==> src/rtl/ring_arbiter_if.sv <==
// Request/grant bundle shared between requesters and ring_arbiter.
interface ring_arbiter_if #(
    parameter int N = 4,
    parameter int W = 2
);
    logic         en;
    logic [N-1:0] req;
    logic [N-1:0] grant;
    logic [W-1:0] owner;
    logic         busy;
    logic         expired;

    modport master (
        output en,
        output req,
        input  grant,
        input  owner,
        input  busy,
        input  expired
    );

    modport slave (
        input  en,
        input  req,
        output grant,
        output owner,
        output busy,
        output expired
    );
endinterface

==> src/rtl/ring_arbiter.sv <==
// Round-robin arbiter with a one-hot rotating priority pointer and a
// per-grant hold limit. Grant, owner, busy and expired are all registered.
module ring_arbiter #(
    parameter int N       = 4,
    parameter int W       = 2,
    parameter int MAXHOLD = 8
) (
    input  logic          clk,
    input  logic          reset,
    ring_arbiter_if.slave bus
);
    localparam int CW = (MAXHOLD > 1) ? $clog2(MAXHOLD) : 1;

    typedef enum logic {IDLE, HELD} state_t;

    state_t         state, state_next;
    logic [N-1:0]   ptr, ptr_next;
    logic [N-1:0]   grant, grant_next;
    logic [W-1:0]   owner, owner_next;
    logic [CW-1:0]  cnt, cnt_next;
    logic           busy;
    logic           expired, expired_next;

    logic           release_hit;
    logic           timeout_hit;
    logic [N-1:0]   base_ptr;
    logic [W-1:0]   start_idx;
    logic [2*N-1:0] doubled;
    logic [N-1:0]   rot_req;
    logic [W-1:0]   first;
    logic [W:0]     sum;
    logic           found;
    logic [W-1:0]   win_idx;
    logic [N-1:0]   win_onehot;

    assign bus.grant   = grant;
    assign bus.owner   = owner;
    assign bus.busy    = busy;
    assign bus.expired = expired;

    // Detect end of the current grant and pick the pointer used for arbitration
    always_comb begin
        release_hit = (state == HELD) && ((bus.req & grant) == '0);
        timeout_hit = (state == HELD) && !release_hit && (cnt == CW'(MAXHOLD - 1));
        // The owner's one-hot grant rotated left is exactly "one past the last owner"
        base_ptr    = (release_hit || timeout_hit) ? {grant[N-2:0], grant[N-1]} : ptr;
    end

    // First requester at or after the pointer position, wrapping modulo N
    always_comb begin
        start_idx = '0;
        for (int unsigned i = 0; i < N; i++) begin
            if (base_ptr[i]) start_idx = W'(i);
        end
        // Rotating req right by the pointer index turns the wrapped search into a plain LSB-first scan
        doubled = {bus.req, bus.req} >> start_idx;
        rot_req = doubled[N-1:0];
        found   = 1'b0;
        first   = '0;
        for (int unsigned j = 0; j < N; j++) begin
            if (!found && rot_req[j]) begin
                found = 1'b1;
                first = W'(j);
            end
        end
        sum = {1'b0, start_idx} + {1'b0, first};
        if (sum >= (W+1)'(N)) sum = sum - (W+1)'(N);
        win_idx    = sum[W-1:0];
        win_onehot = found ? (N'(1) << win_idx) : '0;
    end

    // Next-state, grant and counter decisions
    always_comb begin
        state_next   = state;
        ptr_next     = ptr;
        cnt_next     = cnt;
        grant_next   = grant;
        owner_next   = owner;
        expired_next = 1'b0;
        unique case (state)
            IDLE: begin
                if (bus.en && found) begin
                    grant_next = win_onehot;
                    owner_next = win_idx;
                    cnt_next   = '0;
                    state_next = HELD;
                end else begin
                    grant_next = '0;
                    owner_next = '0;
                end
            end
            HELD: begin
                if (release_hit || timeout_hit) begin
                    ptr_next     = base_ptr;
                    expired_next = timeout_hit;
                    cnt_next     = '0;
                    if (bus.en && found) begin
                        grant_next = win_onehot;
                        owner_next = win_idx;
                    end else begin
                        grant_next = '0;
                        owner_next = '0;
                        state_next = IDLE;
                    end
                end else begin
                    cnt_next = cnt + CW'(1);
                end
            end
            default: state_next = IDLE;
        endcase
    end

    // State and output registers
    always_ff @(posedge clk) begin
        if (reset) begin
            state   <= IDLE;
            ptr     <= N'(1);
            cnt     <= '0;
            grant   <= '0;
            owner   <= '0;
            busy    <= 1'b0;
            expired <= 1'b0;
        end else begin
            state   <= state_next;
            ptr     <= ptr_next;
            cnt     <= cnt_next;
            grant   <= grant_next;
            owner   <= owner_next;
            busy    <= |grant_next;
            expired <= expired_next;
        end
    end
endmodule

==> src/flat_wrapper.sv <==
// flat-port wrapper written by rule: the top's interface ports become plain ports
module ring_arbiter_flat 
#(
    parameter int N       = 4,
    parameter int W       = 2,
    parameter int MAXHOLD = 8
)
  (clk, reset, bus_en, bus_req, bus_grant, bus_owner, bus_busy, bus_expired);
  ring_arbiter_if #(.N(N), .W(W)) bus_i ();
  input  logic clk;
  input  logic reset;
  input wire logic [$bits(bus_i.en)-1:0] bus_en;
  input wire logic [$bits(bus_i.req)-1:0] bus_req;
  output wire logic [$bits(bus_i.grant)-1:0] bus_grant;
  output wire logic [$bits(bus_i.owner)-1:0] bus_owner;
  output wire logic [$bits(bus_i.busy)-1:0] bus_busy;
  output wire logic [$bits(bus_i.expired)-1:0] bus_expired;
  assign bus_i.en = bus_en;
  assign bus_i.req = bus_req;
  assign bus_grant = bus_i.grant;
  assign bus_owner = bus_i.owner;
  assign bus_busy = bus_i.busy;
  assign bus_expired = bus_i.expired;
  ring_arbiter #(.N(N), .W(W), .MAXHOLD(MAXHOLD)) u_core (.clk(clk), .reset(reset), .bus(bus_i));
endmodule
==> config.mk <==
export PLATFORM = sky130hd
export DESIGN_NAME = ring_arbiter_flat
export DESIGN_NICKNAME = d
export VERILOG_FILES = /design/src/rtl/ring_arbiter_if.sv /design/src/rtl/ring_arbiter.sv /design/src/flat_wrapper.sv
export SDC_FILE = /design/constraint.sdc
export NUM_CORES = 1
export LEC_CHECK = 0
export CELL_PAD_IN_SITES_DETAIL_PLACEMENT = 1
export CELL_PAD_IN_SITES_GLOBAL_PLACEMENT = 1
export CORE_MARGIN = 2
export CORE_UTILIZATION = 41
export DETAILED_ROUTE_END_ITERATION = 7
export HOLD_SLACK_MARGIN = 0.15
export PLACE_DENSITY_LB_ADDON = 0.12
export SETUP_SLACK_MARGIN = 0.4
export SLEW_MARGIN = 10
export SYNTH_ARGS = -nofsm -noshare
export SYNTH_HDL_FRONTEND = slang
export SYNTH_SLANG_ARGS = --single-unit
export TNS_END_PERCENT = 1
==> constraint.sdc <==
create_clock -name clk -period 8.75 [get_ports clk]
set_clock_uncertainty 0.1 [all_clocks]
set_input_delay 2.1875 -clock clk [delete_from_list [all_inputs] [get_ports clk]]
set_output_delay 2.1875 -clock clk [all_outputs]
set_load 0.03 [all_outputs]
==> impl_metrics.py <==
metrics = {
    "setup_path": {
        "r2r_slack_ns": 5.64,
        "crit_required_ns": 8.85,
        "timing.rr.start": "u_core.cnt[0]$_SDFFE_PP0P_",
        "worst_r2r_endpoint": "u_core.bus.grant[2]$_SDFF_PP0_",
        "critPathArrivalTime_ns": 5.23,
        "worstPathBufferInverterCount": 1,
        "critPathTopFamily": "compound AO/OA/AOI/OAI gates",
        "crit_type": "in2reg",
        "path_max_fanout": 8,
        "reg2reg_depth": 13,
        "cpPeakStageDelay_ns": 0.55,
        "endpoint_kind": "flip-flop",
        "slowest_stage": "clkdlybuf4s50_1",
        "start_kind": "input pin",
        "crit_chain": "clkdlybuf4s50_1 -> a22oi_1 -> and2_4 -> o21a_1 -> mux2i_1 -> a311oi_1 -> a31oi_1 -> ha_1 -> nor2_1 -> nand2_1 -> or3_2 -> o311ai_1",
    },
    "timing": {
        "min_period_ns": 5.134,
        "worst_pin_slew_ns": 0.5773,
        "setup_tns_ns": 0,
        "maxSlewViolCount": 0,
        "setup-violations-final": 0,
        "clock.fmax_mhz": 194.8,
        "rsz0062_at_grt": "no",
        "timing.final.crit_share_pct": 58.67,
        "finalHoldViolations": 0,
        "hold_slack_ns": 0.3825,
        "slew_headroom_pct": 61.22,
    },
    "floorplan": {
        "initial_core_util_pct": 42.68,
        "die_w_um": 51.52,
        "die_h_um": 51.52,
        "die-area_mm2": 0.002654,
        "io_pins": 15,
        "core_mm2": 0.002170,
        "core.rowCount": 17,
    },
    "yosys": {
        "avgSynthCellArea_um2": 8.494,
        "synth_area_leader_cell": "dfxtp_1",
        "ys_seq_area_share_pct": 32.43,
        "ys_types": 33,
        "synth_seq_cells": 15,
        "netlist.area_leader.share_pct": 32.43,
        "postSynth.asyncResetShare_pct": 0,
        "synth_edf_count": 0,
        "syn_inst": 109,
        "syn-num-nets": 119,
        "ys_warn_count": 0,
        "ys_top_cells_by_area": "dfxtp_1, nor2_1, mux2i_1",
        "syn_area_um2": 925.9,
        "synth-main-ff-cell": "dfxtp_1",
    },
    "hold_path": {
        "holdPathEnd": "u_core.bus.owner[1]$_SDFFE_PP0P_",
        "hp-class": "reg2reg",
        "hold_depth": 1,
        "min_from": "u_core.bus.owner[1]$_SDFFE_PP0P_",
    },
    "global_routing": {
        "gr-usage-all-layers_pct": 20.18,
        "grt_pass1_wl_um": 4043,
        "grt-ovfl-total": 0,
        "grt_start_max_net_pins": 13,
        "antenna_found_initial": 0,
        "grt_pass1_vias": 854,
    },
    "power": {
        "power.density_mw_per_mm2": 146.5,
        "ir_worst_vdd_mv": 0.08411,
        "leakage_nw": 0.4089,
        "total_power_w": 0.0001615,
    },
    "flow_run": {
        "drv_cap": 0,
    },
    "routing": {
        "ant_nets": 0,
        "vias": 871,
        "viasPerCell": 5.730,
        "drt_iter0_drc": 8,
        "dr.pass1.iters": 4,
        "drt-wirelength-per-cell_um": 15.28,
        "finalWirelength_um": 2322,
        "drcViolationCount": 0,
    },
    "cts": {
        "post_cts_buffers": 0,
        "clk_pin_slew_worst_paths_ns": 0.09,
        "hold_buffers": 0,
        "cts_num_sinks": 15,
        "htreeDepth": 1,
        "numCtsBuffers": 3,
        "cts_buffer_depth": 2,
        "cts_tree": "done",
        "cts_resized": 0,
        "clkLatencyLatePin_ns": 0.29,
        "clockRootBuffer": "clkbuf_4",
    },
    "final_layout": {
        "drive_gt1_share_pct": 12.10,
        "area_growth_pct": 19.05,
        "layout.nets": 135,
        "layout_commonest_cell": "dfxtp_1",
        "fin_util_pct": 50.81,
        "fin_area_mm2": 0.001102,
        "layout_common_cells": "dfxtp_1, nor2_1, clkdlybuf4s50_1",
        "diodes": 0,
        "nFillCells": 272,
    },
    "placed_design": {
        "dp_hpwl_um": 1793,
        "placedInstanceArea_mm2": 0.001075,
        "portBuffers": 14,
        "gp_congestion": 0.8149,
    },
    "status": {
        "status": "complete, no violations",
    },
}
registers in the layout, summed over array words and instances, names as in the netlist:
signal              count
u_core.bus.owner        2
u_core.state            1
u_core.bus.busy         1
u_core.bus.grant        4
u_core.bus.expired      1
u_core.ptr              3
u_core.cnt              3
how the worst max path moves through the flow:
stage	cells past startpoint	from	end	slack [ns]
after floorplan	13	bus_req[0]	u_core.bus.grant[2]$_SDFF_PP0_	4.19
after global placement	12	bus_req[0]	u_core.bus.grant[2]$_SDFF_PP0_	3.39
after detailed placement	12	bus_req[0]	u_core.bus.grant[2]$_SDFF_PP0_	3.31
after CTS	12	bus_req[0]	u_core.bus.grant[2]$_SDFF_PP0_	3.60
after global routing	12	bus_req[0]	u_core.bus.grant[2]$_SDFF_PP0_	3.35
final	12	bus_req[0]	u_core.bus.grant[2]$_SDFF_PP0_	3.62
cells by family after synthesis:
family                   share of synthesized area [%]
AO/OA/AOI/OAI                                    23.65
flip-flops                                       32.43
adder cells (fa/ha/maj)                          4.054
buffers and inverters                            4.865
multiplexers                                     8.244
AND/OR/NAND/NOR                                  26.76
metal layers:
metal / GRT usage (%) / wire length (um) / vias to the layer above
li1: - / - / 433
met2: 31.41 / 1047 / 12
met5: 0 / 0 / -
met4: 7.895 / 38 / 0
met3: 2.874 / 49 / 5
met1: 28.16 / 1187 / 421
report_power, final:
group	internal [W]	switching, W
Combinational	0.0000196	0.0000261
Clock	0.0000170	0.0000240
Sequential	0.0000712	0.00000350
synthesized netlist by cell type, drive strengths merged (2+ instances only):
| master | count |
|---|---|
| dfxtp | 15 |
| nor2 | 14 |
| nand2 | 10 |
| a21oi | 8 |
| inv | 5 |
| mux2i | 5 |
| or3 | 5 |
| a22oi | 4 |
| nand3 | 4 |
| o21ai | 4 |
| a21o | 3 |
| ha | 3 |
| nand3b | 3 |
| nor3 | 3 |
| o211ai | 3 |
| o21a | 3 |
| a31oi | 2 |
| and2 | 2 |
| buf | 2 |
layout make-up:
| cell class | instances | area (um2) | area share (%) |
|---|---|---|---|
| Multi-Input combinational cell | 86 | 580.6 | 52.67 |
| Sequential cell | 15 | 300.3 | 27.24 |
| Timing Repair Buffer | 14 | 140.1 | 12.71 |
| Tap cell | 28 | 35.03 | 3.178 |
| Clock buffer | 3 | 22.52 | 2.043 |
| Inverter | 5 | 18.77 | 1.703 |
| Clock inverter | 1 | 5.005 | 0.4540 |
metrics by stage:
stage / setup slack, ns / instances
after floorplan: 4.185 / 109
after global placement: 3.386 / 148
after detailed placement: 3.315 / 148
after CTS: 3.601 / 152
after global routing: 3.355 / 152
final: 3.616 / 152
(Power assumes the default switching activity.)
